## src/rtl/vliw_bundle_encoder_pkg.sv

```systemverilog
// Shared opcode/register encodings, slot field offsets and the bundle
// encoding helper used by the VLIW bundle encoder.
package vliw_bundle_encoder_pkg;

  localparam int NUM_SLOTS = 3;
  localparam int OPW       = 4;
  localparam int REGW      = 4;
  localparam int DATAW     = 64;
  localparam int WORDW     = 64;
  localparam int BUNDLE_W  = WORDW + NUM_SLOTS * DATAW;

  typedef enum logic [OPW-1:0] {
    OP_NOP, OP_ADD, OP_SUB, OP_MUL, OP_LOAD, OP_STORE, OP_AND, OP_OR,
    OP_XOR, OP_NOT, OP_CMP, OP_JMP, OP_BEQ, OP_BNE, OP_SHIFTLEFT, OP_BSHIFTRIGHT
  } opcode_e;

  typedef enum logic [REGW-1:0] {
    REG0, REG1, REG2, REG3, REG4, REG5, REG6, REG7,
    REG8, REG9, REG10, REG11, REG12, REG13, REG14, REG15
  } regname_e;

  localparam logic [OPW-1:0] NOP_OP  = OP_NOP;
  localparam logic [OPW-1:0] LOAD_OP = OP_LOAD;

  // LSB positions of each field within the 64-bit bundle word
  localparam int SLOT1_OP = 55, SLOT1_SRC1 = 50, SLOT1_SRC2 = 45, SLOT1_DEST = 40;
  localparam int SLOT2_OP = 35, SLOT2_SRC1 = 30, SLOT2_SRC2 = 25, SLOT2_DEST = 20;
  localparam int SLOT3_OP = 15, SLOT3_SRC1 = 10, SLOT3_SRC2 = 5,  SLOT3_DEST = 0;

  localparam int SLOT_OP_LSB   [NUM_SLOTS] = '{SLOT1_OP,   SLOT2_OP,   SLOT3_OP};
  localparam int SLOT_SRC1_LSB [NUM_SLOTS] = '{SLOT1_SRC1, SLOT2_SRC1, SLOT3_SRC1};
  localparam int SLOT_SRC2_LSB [NUM_SLOTS] = '{SLOT1_SRC2, SLOT2_SRC2, SLOT3_SRC2};
  localparam int SLOT_DEST_LSB [NUM_SLOTS] = '{SLOT1_DEST, SLOT2_DEST, SLOT3_DEST};

  typedef struct packed {
    logic [OPW-1:0]   op;
    logic [REGW-1:0]  src1;
    logic [REGW-1:0]  src2;
    logic [REGW-1:0]  dest;
    logic [DATAW-1:0] data;
  } slot_t;

  // Invalid slots stay all-zero, which is the nop encoding.
  function automatic logic [BUNDLE_W-1:0] encode_bundle(
    input slot_t [NUM_SLOTS-1:0] s,
    input logic  [NUM_SLOTS-1:0] v
  );
    logic [WORDW-1:0]           w;
    logic [NUM_SLOTS*DATAW-1:0] d;
    w = '0;
    d = '0;
    for (int k = 0; k < NUM_SLOTS; k++) begin
      if (v[k]) begin
        w[SLOT_OP_LSB[k]   +: OPW]  = s[k].op;
        w[SLOT_SRC1_LSB[k] +: REGW] = s[k].src1;
        w[SLOT_SRC2_LSB[k] +: REGW] = s[k].src2;
        w[SLOT_DEST_LSB[k] +: REGW] = s[k].dest;
        if (s[k].op == LOAD_OP) d[DATAW*k +: DATAW] = s[k].data;
      end
    end
    return {d, w};
  endfunction

endpackage

```

## src/rtl/vliw_bundle_fifo.sv

```systemverilog
// Synchronous bundle FIFO; same-cycle push and pop are both honoured
// even when full, and a pop on empty is ignored.
module vliw_bundle_fifo #(
  parameter  int DEPTH = 2,
  parameter  int WIDTH = 256,
  localparam int CW    = $clog2(DEPTH + 1),
  localparam int PW    = $clog2(DEPTH)
) (
  input  logic             clock,
  input  logic             reset,
  input  logic             clear,
  input  logic             push,
  input  logic [WIDTH-1:0] din,
  input  logic             pop,
  output logic [WIDTH-1:0] dout,
  output logic [CW-1:0]    count,
  output logic             empty,
  output logic             full
);

  logic [DEPTH-1:0][WIDTH-1:0] mem;
  logic [PW-1:0]               wptr, rptr;
  logic                        do_push, do_pop;

  function automatic logic [PW-1:0] nxt(input logic [PW-1:0] p);
    return (p == PW'(DEPTH - 1)) ? '0 : p + 1'b1;
  endfunction

  assign empty   = (count == '0);
  assign full    = (count == CW'(DEPTH));
  assign do_pop  = pop && !empty;
  assign do_push = push && (!full || do_pop);
  assign dout    = mem[rptr];

  always_ff @(posedge clock) begin
    if (do_push) mem[wptr] <= din;
  end

  always_ff @(posedge clock) begin
    if (reset || clear) begin
      wptr  <= '0;
      rptr  <= '0;
      count <= '0;
    end else begin
      if (do_push) wptr <= nxt(wptr);
      if (do_pop)  rptr <= nxt(rptr);
      case ({do_push, do_pop})
        2'b10:   count <= count + 1'b1;
        2'b01:   count <= count - 1'b1;
        default: count <= count;
      endcase
    end
  end

endmodule

```

## src/rtl/vliw_bundle_encoder.sv

```systemverilog
// Packs single-slot operations into 3-slot VLIW bundles; closes on full,
// in_last, register hazard or idle timeout, and buffers bundles in a FIFO.
module vliw_bundle_encoder
  import vliw_bundle_encoder_pkg::*;
#(
  parameter int DEPTH   = 2,
  parameter int TIMEOUT = 4
) (
  input  logic                 clock,
  input  logic                 reset,
  input  logic                 flush,
  input  logic                 in_valid,
  output logic                 in_ready,
  input  logic [OPW-1:0]       in_op,
  input  logic [REGW-1:0]      in_src1,
  input  logic [REGW-1:0]      in_src2,
  input  logic [REGW-1:0]      in_dest,
  input  logic [DATAW-1:0]     in_data,
  input  logic                 in_last,
  output logic                 out_valid,
  input  logic                 out_ready,
  output logic [WORDW-1:0]     word,
  output logic [NUM_SLOTS*DATAW-1:0] data
);

  localparam int CW = $clog2(DEPTH + 1);
  localparam int IW = $clog2(TIMEOUT + 2);
  localparam logic [IW-1:0] TO_LIM = (TIMEOUT > 0) ? IW'(TIMEOUT - 1) : '0;

  slot_t [NUM_SLOTS-1:0] slot_q, slot_d;
  logic  [NUM_SLOTS-1:0] vld_q, vld_d, haz;
  logic  [1:0]           fill_q, fill_d;
  logic  [IW-1:0]        idle_q, idle_d;
  logic                  pend_q, pend_d;

  logic                  acc, space, push_req;
  logic  [BUNDLE_W-1:0]  push_bundle, f_dout;
  logic  [CW-1:0]        f_count;
  logic                  f_empty, f_full;
  slot_t                 in_slot;

  assign in_ready = !reset && !flush && (f_count < CW'(DEPTH)) && !pend_q;
  assign acc      = in_valid && in_ready;
  // A push can land this cycle if the FIFO has room or the head leaves now
  assign space    = !f_full || (out_ready && !f_empty);

  always_comb begin
    in_slot      = '0;
    in_slot.op   = in_op;
    in_slot.src1 = in_src1;
    in_slot.src2 = in_src2;
    in_slot.dest = in_dest;
    in_slot.data = (in_op == LOAD_OP) ? in_data : '0;
  end

  // RAW on either source or WAW against any filled non-nop slot
  for (genvar k = 0; k < NUM_SLOTS; k++) begin : g_haz
    assign haz[k] = vld_q[k] && (slot_q[k].op != NOP_OP) &&
                    ((in_src1 == slot_q[k].dest) || (in_src2 == slot_q[k].dest) ||
                     (in_dest == slot_q[k].dest));
  end

  always_comb begin
    slot_d      = slot_q;
    vld_d       = vld_q;
    fill_d      = fill_q;
    idle_d      = idle_q;
    pend_d      = pend_q;
    push_req    = 1'b0;
    push_bundle = encode_bundle(slot_q, vld_q);

    if (pend_q) begin
      // deferred single-slot bundle from a hazard close with in_last
      push_req = 1'b1;
      if (space) begin
        fill_d = '0;
        vld_d  = '0;
        pend_d = 1'b0;
      end
    end else if (acc && |haz) begin
      push_req  = 1'b1;
      slot_d    = '0;
      slot_d[0] = in_slot;
      vld_d     = 3'b001;
      fill_d    = 2'd1;
      idle_d    = '0;
      pend_d    = in_last;
    end else if (acc) begin
      idle_d = '0;
      for (int k = 0; k < NUM_SLOTS; k++) begin
        if (2'(k) == fill_q) begin
          slot_d[k] = in_slot;
          vld_d[k]  = 1'b1;
        end
      end
      if (fill_q == 2'd2 || in_last) begin
        push_req    = 1'b1;
        push_bundle = encode_bundle(slot_d, vld_d);
        fill_d      = '0;
        vld_d       = '0;
      end else begin
        fill_d = fill_q + 2'd1;
      end
    end else if (fill_q != '0 && TIMEOUT != 0) begin
      if (idle_q >= TO_LIM) begin
        push_req = 1'b1;
        if (space) begin
          fill_d = '0;
          vld_d  = '0;
          idle_d = '0;
        end
      end else begin
        idle_d = idle_q + 1'b1;
      end
    end
  end

  always_ff @(posedge clock) begin
    if (reset || flush) begin
      slot_q <= '0;
      vld_q  <= '0;
      fill_q <= '0;
      idle_q <= '0;
      pend_q <= 1'b0;
    end else begin
      slot_q <= slot_d;
      vld_q  <= vld_d;
      fill_q <= fill_d;
      idle_q <= idle_d;
      pend_q <= pend_d;
    end
  end

  vliw_bundle_fifo #(.DEPTH(DEPTH), .WIDTH(BUNDLE_W)) u_fifo (
    .clock (clock),
    .reset (reset),
    .clear (flush),
    .push  (push_req && !flush),
    .din   (push_bundle),
    .pop   (out_ready),
    .dout  (f_dout),
    .count (f_count),
    .empty (f_empty),
    .full  (f_full)
  );

  assign out_valid = !f_empty;
  assign word      = f_empty ? '0 : f_dout[WORDW-1:0];
  assign data      = f_empty ? '0 : f_dout[BUNDLE_W-1:WORDW];

endmodule

```

## config.mk

```make
export PLATFORM = sky130hd
export DESIGN_NAME = vliw_bundle_encoder
export DESIGN_NICKNAME = d
export VERILOG_FILES = /design/src/rtl/vliw_bundle_encoder_pkg.sv /design/src/rtl/vliw_bundle_fifo.sv /design/src/rtl/vliw_bundle_encoder.sv
export SDC_FILE = /design/constraint.sdc
export NUM_CORES = 1
export LEC_CHECK = 0
export ABC_AREA = 1
export BUFFER_PORTS_ARGS = -buffer_cell sky130_fd_sc_hd__clkbuf_2
export CAP_MARGIN = 15
export CORE_MARGIN = 4
export CORE_UTILIZATION = 50
export CTS_CLUSTER_DIAMETER = 150
export DETAILED_ROUTE_END_ITERATION = 10
export GPL_TIMING_DRIVEN = 1
export PLACE_DENSITY = 0.69
export SYNTH_ARGS = -nofsm -noshare
export SYNTH_HDL_FRONTEND = slang
export SYNTH_SLANG_ARGS = --single-unit
```

## constraint.sdc

```tcl
create_clock -name clock -period 19.4 [get_ports clock]
set_input_delay 3.88 -clock clock [delete_from_list [all_inputs] [get_ports clock]]
set_output_delay 3.88 -clock clock [all_outputs]
set_load 0.005 [all_outputs]
```

======== Word level (Yosys, flattened, before mapping) ========
Index checks and enable logic that the tools add are counted.
storage, ports and cells
  register bits after elaboration ......... 765
  output and inout port bits .............. 258
  word-level logic and storage cells ...... 208
operators by class
  add/sub/neg operators ................... 6
  order comparisons ....................... 5
  equality and inequality tests ........... 23
  multiplexer cells ....................... 105
  bitwise operators ....................... 1
  reduce and logical (&&, ||, !) cells .... 44
operator list
  cell                 count
  $mux 256             7
  $mux 80              12
  $mux 64              14
  $bwmux 512           1
  $mux 240             2
  $demux 256 s1        1
  $mux 192             1
  $mux 4               24
  $eq 4x4->1           9
  $mux 3               12
  $eq 4x3->1 const B   7
  $mux 1               23
  $reduce_bool 4->1    5
  $logic_and 1x1->1    15
  $mux 2               7
  $logic_or 1x1->1     9
  $eq 2x2->1 const B   3
  $reduce_bool 2->1    3
  $logic_not 1->1      5
  $add 2x1->2 const B  2
  $logic_not 2->1      2
  $lt 1x2->1 const B   2
  $ne 4x4->1 const B   1
  $pmux 2 s2           1
  14 further kinds     16

======== Depth between registers and ports, before layout ========
Gate-level depths: netlist (run 1).
  word-level depth ........................ 16
  depth in mapped cells ................... 16
  gate-level depth less buffers ........... 16

======== By module ========
From an unflattened synthesis (run 1), not the netlist that was laid out.
unflattened totals
  cell total of the unflattened synthesis .. 5269
  area, all modules ....................... 39203.8 um^2
by module, submodules not included
  module               times used  cells each  area each (um^2)
  vliw_bundle_encoder  1           3896        20270.7
  vliw_bundle_fifo     1           1373        18933.2

======== Worst setup path before layout (run 1) ========
OpenSTA, ideal clock, no wires.
  path kind ............................... input -> register
  start point ............................. input flush
  end point ............................... register u_fifo.mem[0] (netlist bit), enable pin
  arrival ................................. 14.982 ns
  data required time ...................... 18.556 ns
  setup slack ............................. 3.574 ns
  stages .................................. 10
  buffers on the path ..................... 2
  cells stage by stage .................... or2_1 -> buf_2 -> nor3_4 -> nand2_2 -> buf_2 -> o21ai_0 -> nand2_1 -> nand3_1 -> nand2_1 -> nor2_1
on the way
  word-level cells in the longest chain between the ends .. 10
ends and longest elaborated chain
  item                                                line                                                  text
  from (decl)                                         vliw_bundle_encoder.sv:11                             input logic flush,
  $logic_not 1->1 (*)                                 vliw_bundle_encoder.sv:42                             assign in_ready = !reset && !flush && (f_count < CW'(DEPTH)) && !pend_q;
  $logic_and 1x1->1 (*) (3 in series)                 vliw_bundle_encoder.sv:42
  via in_ready                                        vliw_bundle_encoder.sv:13                             output logic in_ready,
  $logic_and 1x1->1 (*)                               vliw_bundle_encoder.sv:43                             assign acc = in_valid && in_ready;
  $mux 1 / $logic_and 1x1->1 (equally long branches)  vliw_bundle_encoder.sv:88, vliw_bundle_encoder.sv:80
  $mux 1 (*)                                          vliw_bundle_encoder.sv:80                             end else if (acc && |haz) begin
  $mux 1 (*)                                          vliw_bundle_encoder.sv:72                             if (pend_q) begin
  $logic_and 1x1->1 (*)                               vliw_bundle_encoder.sv:138                            .push (push_req && !flush),
  $logic_and 1x1->1 (*)                               vliw_bundle_fifo.sv:32                                assign do_push = push && (!full || do_pop);
  to (signal, indexed assignment)                     vliw_bundle_fifo.sv:36                                if (do_push) mem[wptr] <= din;
  to (decl)                                           vliw_bundle_fifo.sv:21                                logic [DEPTH-1:0][WIDTH-1:0] mem;
Mark *: on every way through the listed nets, which the timed path passes. The rest lies on a longest branch.
A chain may end at the register's enable or synchronous reset.

======== Worst setup path after layout (run 1) ========
  start point ............................. input flush
  end point ............................... output in_ready
on the way
  word-level cells in the longest chain between the ends .. 4
ends and longest elaborated chain
  item                             line
  $logic_not 1->1                  vliw_bundle_encoder.sv:42
  $logic_and 1x1->1 (3 in series)  vliw_bundle_encoder.sv:42
  to (decl)                        vliw_bundle_encoder.sv:13
No other way between the ends.

==> impl_metrics.csv, run 1 <==
group,metric,value,unit
final_layout,drive_gt1_share,14.6,%
timing,setup_tns,0,ns
drt,wirelength,106,mm
clocking,cts_tree,"yes",
yosys,ys_types,37,
drt,vias,29600,
setup_path,cp_max_fo,64,
min_path,min-delay-start,"slot_q[115]",
timing,finalSetupViolCount,0,
power_and_ir_drop,power.density,83.1,mW/mm2
yosys,synth-edff-count,480,
clocking,post_cts_buffers,0,
floorplan,ioPinCount,344,
yosys,synth_most_common_cell,"nand2_1",
drt,viasPerCell,5.71,
setup_path,endpoint,"in_ready",
floorplan,core-area,0.0688,mm2
global_routing,grt_util_all_layers,27.5,%
setup_path,start_kind,"input pin",
timing,timing.final.hold_violations,0,
yosys,ys_async_sr_fraction,0,%
setup_path,cp_data_arrival_time,5.00,ns
setup_path,critical_path_class,"in2out",
yosys,synth_area_leaders,"edfxtp_1 (41%), nand2_1 (15%), dfxtp_1 (15%), a21oi_1 (5.8%), nand3_1 (4.5%)",
timing,post-route-period-util,45.7,%
power_and_ir_drop,p_leak,14.8,nW
clocking,clk_latency,0.63,ns
yosys,synthCells,4052,
global_routing,grt-ovfl-total,0,
global_routing,grt_antenna_before_repair,5,
placement,numPortBuffers,327,
timing,drv_slew,0,
min_path,hold_path.class,"reg2reg",
yosys,synth.avg_cell_area,8.61,um2
yosys,synth_top_area_share,41.3,%
clocking,cts_root_buffer,"clkbuf_16",
floorplan,start_util,50.7,%
yosys,synth_top_area_cell,"edfxtp_1",
drt,wl_per_cell,20.5,um
placement,dp_hpwl,64.3,mm
setup_path,crit_path_end_kind,"primary output",
final_layout,area.growth.synth_to_final,12.6,%
floorplan,die_h,272,um
timing,holdWs,0.480,ns
clocking,clock_sinks,733,
drt,first_pass_iters,6,
global_routing,grt_max_degree,173,
placement,gp_congestion,0.906,
final_layout,multi_input_area,0.0135,mm2
setup_path,r2r-end,"u_fifo.mem[76]",
clocking,htreeDepth,3,
yosys,ys_seq_elements,733,
yosys,ys_warn_count,0,
outcome,status,"finished clean",
clocking,clk_pin_slew_worst_paths,0.06,ns
drt,ant_nets,0,
floorplan,dieWidth,272,um
clocking,cts.path.max_buffers,3,
yosys,synth_top_flop_cell,"edfxtp_1",
power_and_ir_drop,ir_drop,0.0595,mV
timing,slew_headroom,20.9,%
clocking,post_cts_resized,0,
timing,tightest_slew,1.19,ns
final_layout,nets,4281,
setup_path,reg2reg_from,"fill_q[0]",
timing,fmax,0.113,GHz
timing,rsz0062_at_grt,"no",
timing,fin_skew,0.0297,ns
setup_path,worstPathRequired,15.52,ns
timing,min_period,8.88,ns
clocking,cts_buffers,78,
yosys,synth_area,0.0349,mm2
global_routing,first_global_vias,26300,
final_layout,fillers,6177,
power_and_ir_drop,fin_total_pwr,3.26,mW
setup_path,startpoint,"flush",
final_layout,utilization,57.0,%
drt,drt_iter0_markers,3742,
floorplan,die_area,0.0740,mm2
job,max_cap_viol_count,0,
yosys,synth_common_cells,"nand2_1 (1423), edfxtp_1 (480), a21oi_1 (405)",
clocking,holdBufCountCts,0,
drt,drc,0,
final_layout,seq_area,0.0195,mm2
setup_path,reg2reg_slack,14.72,ns
yosys,seq_area_frac_synth,55.9,%
setup_path,reg2reg_depth,10,
global_routing,grt_pass1_wl,161,mm
floorplan,num_rows,96,
==> worst max-delay path, cell delays in order <==
cell and delay [ns]:
clkbuf_2 0.08, or2_4 0.49, nor3_4 0.35, clkbuf_2 0.18
==> power breakdown <==
group	leakage [nW]	internal (mW)	switching, mW	total, mW
clock network	1.22	0.871	0.621	1.49
logic	7.06	0.0255	0.0867	0.112
registers	6.53	1.65	0.00282	1.66
total	14.8	2.55	0.710	3.26
==> worst min-delay path by stage <==
| stage | cells after the start | endpoint | slack [ns] |
|---|---|---|---|
| 2_1_floorplan | 2 | slot_q[80] | 0.46 |
| 3_3_place_gp | 2 | slot_q[103] | 0.46 |
| 3_5_place_dp | 2 | slot_q[176] | 0.47 |
| 4_1_cts | 2 | slot_q[176] | 0.48 |
| 5_1_grt | 2 | slot_q[204] | 0.50 |
| 6_report | 2 | slot_q[115] | 0.48 |
==> sequential cells by signal, summed over array words and instances (netlist names) <==
name	count
slot_q	240
u_fifo.mem	480
vld_q	3
fill_q	2
u_fifo.count	2
u_fifo.rptr	1
idle_q	3
pend_q	1
u_fifo.wptr	1
==> area by class of cell <==
cell class / count / share of cell area (%)
antenna: 3 / 0.0191
clock buffer: 112 / 5.59
clock inverter: 33 / 0.886
inverter: 177 / 1.73
multi-input combinational: 2838 / 34.3
sequential: 733 / 49.6
tap: 931 / 2.97
timing repair buffer: 361 / 4.85
==> logic make-up after synthesis <==
group | share of synthesized area (%)
AND/OR/NAND/NOR | 21.7
multiplexers | 4.07
buffers and inverters | 5.93
flip-flops | 55.9
adder cells (fa/ha/maj) | 0.215
other | 0.0108
XOR/XNOR | 0.0754
AO/OA/AOI/OAI | 12.2
==> layer usage <==
layer	GRT usage [%]	share of wire, %	vias to the layer above
li1	-	-	13900
met1	41.3	43	14000
met2	40.4	43	1507
met3	5.20	11	158
met4	9.00	3.0	2
met5	0	0.012	-
==> through the flow <==
step           std cells  setup slack, ns  instance area [um2]
3_3_place_gp        5040            10.53                36700
3_5_place_dp        5040            10.50                36700
2_1_floorplan       4067             3.57                34900
5_1_grt             5187            10.45                39300
4_1_cts             5185            10.50                39300
6_report            5188            10.52                39300
==> layout by cell type, fill, tap and decap left out, types with 81 or more instances in the layout <==
cell | netlist | layout
a21oi_1 | 405 | 405
clkbuf_16 | 0 | 81
clkbuf_2 | 0 | 327
dfxtp_1 | 253 | 252
edfxtp_1 | 480 | 480
inv_1 | 173 | 170
mux2_2 | 126 | 126
nand2_1 | 1423 | 1423
nand3_1 | 314 | 314
nor2_1 | 127 | 125
o21ai_0 | 266 | 266
No activity file was read; power rests on OpenSTA's default activity.
==> run 2, diff against run 1 <==
--- a/config.mk
+++ b/config.mk
@@ -5,7 +5,7 @@
 export SDC_FILE = /design/constraint.sdc
 export NUM_CORES = 1
 export LEC_CHECK = 0
-export ABC_AREA = 1
+export ABC_AREA = 0
 export BUFFER_PORTS_ARGS = -buffer_cell sky130_fd_sc_hd__clkbuf_2
 export CAP_MARGIN = 15
 export CORE_MARGIN = 4
@@ -13,7 +13,7 @@
 export CTS_CLUSTER_DIAMETER = 150
 export DETAILED_ROUTE_END_ITERATION = 10
 export GPL_TIMING_DRIVEN = 1
-export PLACE_DENSITY = 0.69
+export PLACE_DENSITY = 0.7
 export SYNTH_ARGS = -nofsm -noshare
 export SYNTH_HDL_FRONTEND = slang
 export SYNTH_SLANG_ARGS = --single-unit
==> constraint.sdc (replaced) <==
create_clock -name clock -period 8.5 [get_ports clock]
set_input_delay 1.7 -clock clock [delete_from_list [all_inputs] [get_ports clock]]
set_output_delay 1.7 -clock clock [all_outputs]
set_load 0.005 [all_outputs]
==> run 2 against run 1 <==
Non-clock buffer count decreased by 3; register-to-register slack got worse by 10 ns; critical path depth unchanged; die area shrank 13%; first-iteration DRC count fell by 48%; sequential cell count is the same; clock-buffer cell count is 2 lower; global-route usage shrank 3.1 points; core utilization up 1.4 points; power rose by 120%; sequential share of layout area grew 6.5 points; area after synthesis is 14% lower; critical endpoint is now data[188].
==> impl_metrics.csv, run 2 <==
group,metric,value,unit
setup_path,r2r-end,"u_fifo.mem[429]",
clocking,htreeDepth,3,
timing,holdWs,0.455,ns
final_layout,top_regs,"u_fifo.mem (480), slot_q (240)",
setup_path,critical_path_class,"reg2out",
job,max_cap_viol_count,0,
global_routing,grt_max_degree,194,
timing,finalSetupViolCount,0,
setup_path,reg2reg_slack,4.34,ns
yosys,synth_area,0.0301,mm2
setup_path,crit_path_end_kind,"primary output",
floorplan,die_area,0.0643,mm2
timing,setup_tns,0,ns
placement,post-place-cells,3349,
clocking,post_cts_buffers,0,
final_layout,largest_register_ffs,480,
placement,gp_congestion,0.867,
yosys,synth-edff-count,480,
clocking,cts_buffers,77,
yosys,synthCells,2438,
timing,tightest_slew,1.18,ns
min_path,min_path_cells,1,
floorplan,ioPinCount,344,
setup_path,reg2reg_from,"u_fifo.count[1]",
final_layout,final_common_cell,"edfxtp_1",
setup_path,start_kind,"register",
yosys,synth_common_cells,"edfxtp_1 (480), nor2_1 (254), dfxtp_1 (253)",
final_layout,mostFrequentLayoutCells,"edfxtp_1 (480), clkbuf_2 (327), nor2_1 (252), dfxtp_1 (252), mux2i_1 (242)",
final_layout,layout.cells.non_filler,3494,
clocking,post_cts_resized,0,
global_routing,grt-ovfl-total,0,
yosys,ys_types,53,
timing,slew_headroom,21.4,%
drt,viasPerCell,5.96,
yosys,synth_top_area_share,47.8,%
clocking,clk_pin_slew_worst_paths,0.06,ns
final_layout,nets,2747,
drt,ant_nets,0,
placement,dp_hpwl,47.8,mm
floorplan,core-area,0.0594,mm2
clocking,clk_latency,0.62,ns
drt,drt_iter0_markers,1951,
timing,fin_skew,0.0291,ns
yosys,synth_top_flop_cell,"edfxtp_1",
power_and_ir_drop,fin_total_pwr,7.30,mW
placement,numPortBuffers,327,
yosys,ys_seq_elements,733,
yosys,ys_async_sr_fraction,0,%
floorplan,start_util,50.8,%
timing,fmax,0.199,GHz
final_layout,area.growth.synth_to_final,15.1,%
yosys,synth.avg_cell_area,12.4,um2
drt,wirelength,81.2,mm
final_layout,fillers,4807,
clocking,cts.path.max_buffers,3,
setup_path,reg2reg_depth,9,
timing,drv_slew,0,
yosys,seq_area_frac_synth,64.6,%
yosys,synth_top_area_cell,"edfxtp_1",
setup_path,cp_max_fo,129,
final_layout,largest_register,"u_fifo.mem",
min_path,worstHoldEndpoint,"slot_q[222]",
floorplan,num_rows,89,
power_and_ir_drop,ir_drop,0.180,mV
setup_path,crit_chain,"buf_12 -> mux2i_1 -> nor2_1 -> clkbuf_2",
setup_path,cp_data_arrival_time,3.33,ns
timing,post-route-period-util,59.1,%
timing,rsz0062_at_grt,"no",
min_path,hold_path.class,"reg2reg",
timing,timing.final.hold_violations,0,
min_path,min-delay-start,"slot_q[222]",
yosys,synth_most_common_cell,"edfxtp_1",
setup_path,crit_path_top_delay_cell,"dfxtp_4",
setup_path,worstPathRequired,6.80,ns
setup_path,critPathMaxStageDelay,0.98,ns
clocking,cts_root_buffer,"clkbuf_16",
timing,min_period,5.03,ns
drt,vias,20800,
clocking,clock_sinks,733,
floorplan,die_h,253,um
outcome,status,"finished clean",
clocking,cts_tree,"yes",
yosys,synth_area_leaders,"edfxtp_1 (48%), dfxtp_1 (17%), mux2i_1 (8.0%), o2bb2ai_1 (3.7%), nor2_1 (3.2%)",
global_routing,grt_antenna_before_repair,5,
power_and_ir_drop,p_leak,11.9,nW
global_routing,first_global_vias,20300,
global_routing,grt_util_all_layers,24.4,%
power_and_ir_drop,power.density,210,mW/mm2
final_layout,drive_gt1_share,18.3,%
drt,drc,0,
yosys,ys_warn_count,0,
drt,wl_per_cell,23.3,um
drt,first_pass_iters,8,
floorplan,dieWidth,253,um
global_routing,grt_pass1_wl,121,mm
clocking,holdBufCountCts,0,
==> run 2: metrics by stage <==
step | worst slack [ns] | utilization, % | cell area [um2]
after floorplan | 1.67 | - | 30200
after global placement | 3.12 | 54.3 | 32200
after detailed placement | 2.98 | 54.3 | 32200
after CTS | 3.48 | 58.4 | 34700
after global routing | 3.32 | 58.5 | 34700
final | 3.47 | 58.5 | 34700
==> run 2: power by group <==
part           switching, mW  internal (mW)  total [mW]  leakage, nW
clock network           1.36           1.92        3.28         1.23
registers            0.00962           3.78        3.79         6.43
logic                  0.171         0.0592       0.230         4.23
==> run 2: cell type report <==
class	count	area [um2]	area share (%)
flip-flops and latches	733	19500	56.2
multi-input cells	1477	9790	28.2
clock buffers	110	2180	6.29
repair buffers	358	1940	5.60
well taps	773	967	2.79
clock inverters	33	297	0.855
inverters	8	30.0	0.0866
diodes	2	5.00	0.0144
==> run 2: worst max-delay path by stage <==
stage                      from               to  cells after the start  slack [ns]
global placement          flush  u_fifo.mem[175]                     10        3.12
floorplan            in_dest[1]  u_fifo.mem[256]                      7        1.67
detailed placement        flush  u_fifo.mem[164]                     10        2.98
global route        u_fifo.rptr        data[187]                      4        3.32
finish              u_fifo.rptr        data[188]                      4        3.47
CTS                 u_fifo.rptr        data[187]                      4        3.48
==> run 2: cell families (layout without fill, tap and decap cells) <==
family	count (synthesis)	after routing	synth area share [%]
flops	733	733	64.6
simple gates	683	683	9.72
compound gates	491	491	12.8
buf+inv	243	509	3.40
mux	242	242	8.04
xor+xnor	39	39	1.13
fa+ha+maj	6	6	0.249
other cells	1	18	0.0124
==> run 2: worst max-delay path, delay by kind of cell (launching register included) <==
kind	cells	cell delay (ns)
buffers and inverters	2	0.88
DFF	1	0.98
muxes	1	0.54
and+or+nand+nor	1	0.08
==> run 2: metal layers <==
| layer | up-vias | global-route usage, % | share of wire [%] |
|---|---|---|---|
| li1 | 9472 | - | - |
| met1 | 10300 | 33.5 | 42 |
| met2 | 892 | 39.7 | 48 |
| met3 | 140 | 4.78 | 8.3 |
| met4 | 8 | 7.90 | 2.5 |
| met5 | - | 0 | 0.052 |
